<file path="config.mk">
export PLATFORM = sky130hd
export DESIGN_NAME = vga_timing_gen
export DESIGN_NICKNAME = d
export VERILOG_FILES = /design/src/rtl/vga_pkg.sv /design/src/rtl/vga_tick_div.sv /design/src/rtl/vga_timing_gen.sv
export SDC_FILE = /design/constraint.sdc
export NUM_CORES = 1
export LEC_CHECK = 0
export CORE_MARGIN = 2
export CORE_UTILIZATION = 45
export CTS_BUF_LIST = sky130_fd_sc_hd__clkbuf_8
export DETAILED_ROUTE_END_ITERATION = 16
export PLACE_DENSITY = 0.69
export SYNTH_ARGS = -nofsm -noshare
export SYNTH_HDL_FRONTEND = slang
export SYNTH_SLANG_ARGS = --single-unit
</file>
<file path="constraint.sdc">
create_clock -name clk -period 4.5 [get_ports clk]
set_input_delay 0.675 -clock clk [delete_from_list [all_inputs] [get_ports clk]]
set_output_delay 0.675 -clock clk [all_outputs]
set_load 0.02 [all_outputs]
</file>
<file path="src/rtl/vga_pkg.sv">
// Shared VGA timing constants for the 640x480@60 raster and its consumers.
package vga_pkg;

  // Horizontal timing in pixels
  localparam int unsigned VGA_H_DISPLAY = 640;
  localparam int unsigned VGA_H_FRONT   = 16;
  localparam int unsigned VGA_H_SYNC    = 96;
  localparam int unsigned VGA_H_BACK    = 48;
  localparam int unsigned VGA_H_TOTAL   = VGA_H_DISPLAY + VGA_H_FRONT + VGA_H_SYNC + VGA_H_BACK;

  // Vertical timing in lines
  localparam int unsigned VGA_V_DISPLAY = 480;
  localparam int unsigned VGA_V_FRONT   = 10;
  localparam int unsigned VGA_V_SYNC    = 2;
  localparam int unsigned VGA_V_BACK    = 33;
  localparam int unsigned VGA_V_TOTAL   = VGA_V_DISPLAY + VGA_V_FRONT + VGA_V_SYNC + VGA_V_BACK;

  // 100 MHz board clock down to a 25 MHz pixel rate
  localparam int unsigned VGA_TICK_DIV  = 4;

  // Width of the x/y coordinate buses
  localparam int unsigned COORD_W       = 10;

  // Sync pulses are active-low for the standard 640x480 mode
  localparam logic        SYNC_ACTIVE_LOW = 1'b0;

endpackage

</file>
<file path="src/rtl/vga_tick_div.sv">
// Clock-enable divider: one-clk pulse every TICK_DIV clks, registered.
module vga_tick_div #(
  parameter int unsigned TICK_DIV = 4
) (
  input  logic i_clk,
  input  logic i_reset,
  output logic o_tick
);

  localparam int unsigned           CNT_W    = $clog2(TICK_DIV);
  localparam logic [CNT_W-1:0]      CNT_LAST = CNT_W'(TICK_DIV - 1);

  logic [CNT_W-1:0] r_div_cnt;
  logic             r_tick;

  // Free-running modulo-TICK_DIV counter; tick lands the clk after the terminal count
  always_ff @(posedge i_clk) begin
    if (i_reset) begin
      r_div_cnt <= '0;
      r_tick    <= 1'b0;
    end else begin
      r_tick    <= (r_div_cnt == CNT_LAST);
      r_div_cnt <= (r_div_cnt == CNT_LAST) ? '0 : r_div_cnt + 1'b1;
    end
  end

  assign o_tick = r_tick;

endmodule

</file>
<file path="src/rtl/vga_timing_gen.sv">
// VGA raster timing: pixel tick, h/v counters, registered syncs, video_on, frame strobe.
module vga_timing_gen
  import vga_pkg::*;
#(
  parameter int unsigned H_DISPLAY   = VGA_H_DISPLAY,
  parameter int unsigned H_FRONT     = VGA_H_FRONT,
  parameter int unsigned H_SYNC      = VGA_H_SYNC,
  parameter int unsigned H_BACK      = VGA_H_BACK,
  parameter int unsigned V_DISPLAY   = VGA_V_DISPLAY,
  parameter int unsigned V_FRONT     = VGA_V_FRONT,
  parameter int unsigned V_SYNC      = VGA_V_SYNC,
  parameter int unsigned V_BACK      = VGA_V_BACK,
  parameter int unsigned TICK_DIV    = VGA_TICK_DIV,
  parameter logic        SYNC_ACTIVE = SYNC_ACTIVE_LOW
) (
  input  logic               clk,
  input  logic               reset,
  output logic               p_tick,
  output logic               hsync,
  output logic               vsync,
  output logic               video_on,
  output logic [COORD_W-1:0] x,
  output logic [COORD_W-1:0] y,
  output logic               frame_tick
);

  localparam int unsigned H_TOTAL = H_DISPLAY + H_FRONT + H_SYNC + H_BACK;
  localparam int unsigned V_TOTAL = V_DISPLAY + V_FRONT + V_SYNC + V_BACK;

  localparam logic [COORD_W-1:0] H_LAST   = COORD_W'(H_TOTAL - 1);
  localparam logic [COORD_W-1:0] V_LAST   = COORD_W'(V_TOTAL - 1);
  localparam logic [COORD_W-1:0] H_DISP_C = COORD_W'(H_DISPLAY);
  localparam logic [COORD_W-1:0] V_DISP_C = COORD_W'(V_DISPLAY);
  localparam logic [COORD_W-1:0] HS_START = COORD_W'(H_DISPLAY + H_FRONT);
  localparam logic [COORD_W-1:0] HS_END   = COORD_W'(H_DISPLAY + H_FRONT + H_SYNC - 1);
  localparam logic [COORD_W-1:0] VS_START = COORD_W'(V_DISPLAY + V_FRONT);
  localparam logic [COORD_W-1:0] VS_END   = COORD_W'(V_DISPLAY + V_FRONT + V_SYNC - 1);

  logic               w_p_tick;
  logic [COORD_W-1:0] r_h_cnt;
  logic [COORD_W-1:0] r_v_cnt;
  logic [COORD_W-1:0] w_h_next;
  logic [COORD_W-1:0] w_v_next;
  logic               w_hs_active;
  logic               w_vs_active;
  logic               r_hsync;
  logic               r_vsync;

  vga_tick_div #(
    .TICK_DIV (TICK_DIV)
  ) u_tick_div (
    .i_clk   (clk),
    .i_reset (reset),
    .o_tick  (w_p_tick)
  );

  // Next raster position and sync decode of that position, so the registered
  // syncs land on the same edge as the coordinates they describe
  always_comb begin
    w_h_next = r_h_cnt;
    w_v_next = r_v_cnt;
    if (r_h_cnt == H_LAST) begin
      w_h_next = '0;
      w_v_next = (r_v_cnt == V_LAST) ? '0 : r_v_cnt + 1'b1;
    end else begin
      w_h_next = r_h_cnt + 1'b1;
    end
    w_hs_active = (w_h_next >= HS_START) && (w_h_next <= HS_END);
    w_vs_active = (w_v_next >= VS_START) && (w_v_next <= VS_END);
  end

  // Raster counters and sync registers advance only on pixel ticks
  always_ff @(posedge clk) begin
    if (reset) begin
      r_h_cnt <= '0;
      r_v_cnt <= '0;
      r_hsync <= ~SYNC_ACTIVE;
      r_vsync <= ~SYNC_ACTIVE;
    end else if (w_p_tick) begin
      r_h_cnt <= w_h_next;
      r_v_cnt <= w_v_next;
      r_hsync <= w_hs_active ? SYNC_ACTIVE : ~SYNC_ACTIVE;
      r_vsync <= w_vs_active ? SYNC_ACTIVE : ~SYNC_ACTIVE;
    end
  end

  assign p_tick     = w_p_tick;
  assign x          = r_h_cnt;
  assign y          = r_v_cnt;
  assign hsync      = r_hsync;
  assign vsync      = r_vsync;
  assign video_on   = (r_h_cnt < H_DISP_C) && (r_v_cnt < V_DISP_C);
  assign frame_tick = w_p_tick && (r_h_cnt == '0) && (r_v_cnt == V_DISP_C);

endmodule

</file>
==> results of run 1 <==
sequential cells by signal, indices dropped and copies added, names as in the netlist:
name / count
hsync: 1
u_tick_div.o_tick: 1
u_tick_div.r_div_cnt: 2
vsync: 1
x: 10
y: 10
synth_stat cells (all sizes together), types with 2 or more instances:
master,count
nor3,9
xnor2,2
a21oi,15
a31oi,3
nand4,8
xor2,4
dfxtp,25
o311ai,3
nor4b,3
or4,2
or3,2
nand3,6
mux2i,3
and4,4
clkbuf,5
o2111ai,2
inv,7
nor3b,3
and3,9
o211ai,3
and2,4
buf,13
a22o,2
nor2b,4
nand2,14
nor2,21
o21ai,12
o21bai,2
and3b,2
ha,5
through the flow:
step                worst slack, ns  instance area (µm²)  util (%)
floorplan                      2.43                 1640         -
global placement               1.85                 1850      54.1
detailed placement             1.78                 1850      54.1
CTS                            1.67                 1890      55.5
global route                   1.52                 1890      55.5
finish                         1.68                 1890      55.5
kinds of logic (layout without fill, tap and decap cells):
group	Yosys count	count (layout)
AND/OR/NAND/NOR	95	95
AO/OA/AOI/OAI	50	50
flip-flops	25	25
buffers and inverters	25	37
XOR/XNOR	6	6
adder cells (fa/ha/maj)	5	5
multiplexers	3	3
critical path, cell delays in order (launching register included):
cell and delay, ns:
dfxtp_1 0.76, and4_1 0.30, and4_1 0.21, clkdlybuf4s50_1 0.60
where the power goes:
part           switching (mW)  internal [mW]  total (mW)
registers             0.00359          0.224       0.228
clock network          0.0680         0.0610       0.129
logic                 0.00677        0.00603      0.0128
worst paths after layout:
kind	start	end	slack (ns)	depth (start not counted)
setup reg to reg	x[0]	y[4]	2.04	5
setup / recovery	u_tick_div.o_tick	frame_tick	1.68	3
hold reg to reg	u_tick_div.r_div_cnt[0]	u_tick_div.r_div_cnt[0]	0.44	1
hold / removal	u_tick_div.r_div_cnt[0]	u_tick_div.r_div_cnt[0]	0.44	1
routing by layer:
metal	share of wire (%)	global-route usage [%]	wire (µm)	up-vias
met4	1.1	7.45	42	0
met2	47	32.2	1890	70
met3	5.8	2.82	231	5
met5	0	0	0	-
met1	46	30.0	1820	760
li1	-	-	-	789
cell type report:
type / count / area, µm²
inverters: 7 / 26.3
clock buffers: 3 / 41.3
clock inverters: 1 / 3.75
repair buffers: 26 / 260
fillers: 336 / 1520
well taps: 46 / 57.6
flip-flops and latches: 25 / 500
multi-input cells: 159 / 1000
cell usage in the layout, fill, tap and decap left out, types with 2 or more instances in the layout:
cell type / netlist / routed
o311ai_0: 3 / 3
nand4_1: 8 / 8
nor4b_1: 2 / 2
xor2_1: 4 / 4
a22o_1: 2 / 2
nor2_1: 21 / 21
o211ai_1: 3 / 3
nand3_1: 6 / 6
dfxtp_1: 25 / 25
a21oi_1: 15 / 15
or4_1: 2 / 2
xnor2_1: 2 / 2
and2_1: 4 / 4
o2111ai_1: 2 / 2
clkbuf_8: 0 / 3
nand2_1: 14 / 14
nor3_1: 9 / 9
nor3b_1: 3 / 3
inv_1: 7 / 8
or3_1: 2 / 2
o21bai_1: 2 / 2
nor2b_1: 4 / 4
and4_1: 4 / 4
and3_1: 7 / 7
mux2i_1: 3 / 3
and3b_1: 2 / 2
ha_1: 5 / 5
o21ai_0: 12 / 12
a31oi_1: 3 / 3
clkdlybuf4s50_1: 0 / 26
==> flow_summary.yaml, run 1 <==
worst_setup_path:
  cp_max_fo: 20
  startpoint_type: "flip-flop"
  worstSetupPathType: "flip-flop to output pin"
  end_kind: "output pin"
  worstPathRequired_ns: 3.83
  cp.arrival_ns: 2.14
route:
  via_count: 1624
  antenna_left: 0
  vias_per_cell: 6.08
  remaining_drc_errors: 0
  drt-initial-drc-count: 228
  wl_per_cell_um: 14.9
  dr.pass1.iters: 4
  wirelength_um: 3980
sta:
  setup_viol: 0
  maxSlewViolCount: 0
  whs_ns: 0.440
  tightest_slew_ns: 0.940
  maxSlewHeadroom_pct: 37.1
  period_share_pct: 62.6
  hold_violations: 0
  rsz0062_at_grt: "no"
  fin_crit_ns: 2.82
  clock_skew_ns: 0.00474
  tns_ns: 0
  timing.fmax_ghz: 0.355
clock_network:
  cts_hold_buf: 0
  insertion_delay_ns: 0.27
  cts_root_buf: "clkbuf_8"
  cts_buffers: 3
  cts_tree: "built"
  cts_resized: 0
  cts_htree_levels: 1
  path_clk_slew_ns: 0.08
  clockBufferDepth: 2
  post_cts_buffers: 0
  cts_num_sinks: 25
placed_design:
  dp.cells: 263
  io_buffers: 26
  place_hpwl_um: 2800
  gp_congestion: 0.863
die:
  core_area_um2: 3420
  io-pin-count: 27
  rows: 21
  die_w_um: 64.3
  start_util_pct: 47.9
  dieHeight_um: 64.3
  die_area_um2: 4130
synthesis:
  synth_area_per_cell_um2: 7.82
  synth-edff-count: 0
  synth_top_area_cell: "dfxtp_1"
  yosys.area_share.xor_xnor_pct: 3.21
  yosysWarnings: 0
  async_reset_ff_share_pct: 0
  syn_area_um2: 1640
  synth_top_area_share_pct: 30.6
  synth_top_family_by_area: "simple AND/OR/NAND/NOR gates"
  synthSimpleGateAreaFrac_pct: 32.8
  ys.flop_type: "dfxtp_1"
  synthAdderAreaFrac_pct: 3.83
  mappedNetlistNets: 216
  yosysUniqueCellTypes: 47
  postSynthCellCount: 209
  seq_area_frac_synth_pct: 30.6
  synth-seq-cells: 25
  synth_compound_area_share_pct: 19.7
  synth_mux_area_share_pct: 1.84
  ys_top_cells_by_area: "dfxtp_1 31%, nor2_1 4.8%, a21oi_1 4.6%"
global_routing:
  grt_pass1_vias: 1497
  antenna_found_initial: 0
  grt_first_pass_wirelength_um: 6990
  grt_max_degree: 27
  grt_overflow: 0
  grt_usage_pct: 21.0
finish:
  nNetsFinal: 229
  drive_gt1_share_pct: 3.17
  syn_to_final_growth_pct: 15.8
  post_layout_nonfiller_instances: 267
  diodes: 0
power:
  power_mw: 0.369
  p_leak_nw: 0.620
  vdd_drop_max_v: 0.000143
  pwr_density_cell_nw_per_um2: 195
run:
  max_cap_viol_count: 0
run_status:
  outcome: "complete, no violations"
min_path:
  hold_path_class: "flip-flop to flip-flop"
Note: power is estimated with default switching activity, not from simulation.
==> run 2, diff against run 1 <==
Clock period 4.5 ns to 2.75 ns, I/O delays scaled along.
==> run 2 against run 1 <==
  * Die area unchanged
  * Non-clock buffer count rose by 2
  * Sequential power rose by 62%
  * Register-to-register slack got worse by 1.7 ns
  * Via count shrank 2.5%
  * Global-route usage about the same
  * Flip-flop and latch count unchanged
  * Total power rose by 66%
  * Sequential share of layout area shrank 0.22 points
  * Critical path depth rose by 1
  * Worst setup slack worse by 1.4 ns
  * Critical path type unchanged
  * Largest power group unchanged
==> flow_summary.yaml, run 2 (synthesis results as in run 1) <==
clock_network:
  clockBufferDepth: 2
  post_cts_buffers: 0
  cts_tree: "built"
  cts_htree_levels: 1
  cts_buffers: 3
  cts_root_buf: "clkbuf_8"
  cts_num_sinks: 25
  path_clk_slew_ns: 0.09
  cts_resized: 0
  cts_hold_buf: 0
  insertion_delay_ns: 0.27
worst_setup_path:
  worst-path-buf-inv: 1
  startpoint_type: "flip-flop"
  cp_max_fo: 10
  cp.arrival_ns: 2.03
  worstPathRequired_ns: 2.34
  reg2reg_depth: 5
  worstSetupPathType: "flip-flop to output pin"
  crit_chain: "nand4_1, nor2b_1, and4_1, clkdlybuf4s50_1"
  end_kind: "output pin"
  rr_endpoint: "y[4]"
  slowest_stage: "clkdlybuf4s50_1"
  crit_family: "simple AND/OR/NAND/NOR gates"
  ff2ff_setup_slack_ns: 0.31
  r2r-start: "x[0]"
  critPathMaxStageDelay_ns: 0.61
finish:
  nNetsFinal: 231
  diodes: 0
  mostFrequentLayoutCell: "clkdlybuf4s50_1"
  drive_gt1_share_pct: 4.48
  multi_input_area_um2: 1000
  mostFrequentLayoutCells: "26 x clkdlybuf4s50_1, 25 x dfxtp_1, 21 x nor2_1, 15 x a21oi_1, 14 x nand2_1"
  fillCellCount: 359
  final_core_util_pct: 55.9
  register_area_um2: 500
  syn_to_final_growth_pct: 16.8
route:
  remaining_drc_errors: 0
  dr.pass1.iters: 4
  drt-initial-drc-count: 110
  wl_per_cell_um: 15.0
  met2_length_um: 2010
  wl_met3_um: 161
  via_count: 1583
  dr.max_layer_used: "met4"
  wl_met1_um: 1860
  vias_per_cell: 5.88
  wirelength_um: 4050
  antenna_left: 0
sta:
  maxSlewHeadroom_pct: 71.5
  clock_skew_ns: 0.00521
  layout_setup_ws_ns: 0.310
  timing.fmax_ghz: 0.410
  tightest_slew_ns: 0.421
  setup_viol: 0
  hold_violations: 0
  tns_ns: 0
  rsz0062_at_grt: "no"
  fin_crit_ns: 2.44
  maxSlewViolCount: 0
  whs_ns: 0.443
  period_share_pct: 88.7
global_routing:
  grt_first_pass_wirelength_um: 7110
  grt_max_degree: 26
  antenna_found_initial: 0
  grt_overflow: 0
  grt_usage_pct: 21.0
  grt_pass1_vias: 1531
min_path:
  whs_path_depth: 1
  hold_end: "u_tick_div.r_div_cnt[0]"
  hold_path_class: "flip-flop to flip-flop"
  min_from: "u_tick_div.r_div_cnt[0]"
power:
  pwr_density_cell_nw_per_um2: 321
  p_leak_nw: 0.629
  vdd_drop_max_v: 0.000173
die:
  io-pin-count: 27
  start_util_pct: 47.9
  die_area_um2: 4130
  rows: 21
  core_area_um2: 3420
  die_w_um: 64.3
  dieHeight_um: 64.3
run:
  max_cap_viol_count: 0
run_status:
  outcome: "complete, no violations"
placed_design:
  io_buffers: 26
  preCtsSetupSlack_ns: 0.378
  gp_congestion: 0.887
  place_hpwl_um: 2870
[run 2: cell count changes in the layout (fill, tap and decap cells not counted)]
cell	delta
buf_4	+2
clkinv_2	+1
inv_1	-1
[run 2: power by group]
part           internal [mW]  leakage (nW)  switching (mW)  total [mW]
clock                  0.101        0.0255           0.117       0.218
combinational         0.0113         0.401          0.0141      0.0254
sequential             0.367         0.202         0.00322       0.370
[run 2: routing by layer]
| metal | up-vias | track usage [%] |
|---|---|---|
| li1 | 797 | - |
| met1 | 743 | 26.9 |
| met2 | 41 | 37.0 |
| met3 | 2 | 3.17 |
| met4 | 0 | 4.52 |
| met5 | - | 0 |
[run 2: final cells by class]
cell class	count	area share, %
clock inverters	1	0.262
clock buffers	3	2.16
inverters	7	1.38
repair buffers	28	14.4
flip-flops and latches	25	26.2
well taps	46	3.01
multi-input cells	159	52.6
[run 2: how the worst max path moves through the flow]
stage	start	end	slack (ns)	cells past startpoint
floorplan	x[0]	vsync	0.68	9
global placement	x[0]	y[4]	0.48	5
detailed placement	x[0]	y[4]	0.38	5
CTS	y[5]	frame_tick	0.33	4
global route	x[0]	y[4]	0.09	5
finish	y[5]	frame_tick	0.31	4
[run 2: worst register-to-register path, stage by stage, from the launching register on]
cell and delay (ns):
dfxtp_1 0.49, ha_1 0.38, and4_1 0.36, nand4_1 0.39, or4_1 0.62, a21oi_1 0.14
[run 2: per-stage QoR]
stage,cells,instance area (µm²),total power [mW]
3_3_place_gp,265,1860,0.404
5_1_grt,269,1910,0.639
4_1_cts,269,1910,0.628
6_report,269,1910,0.614
3_5_place_dp,265,1860,0.404
2_1_floorplan,209,1640,0.395
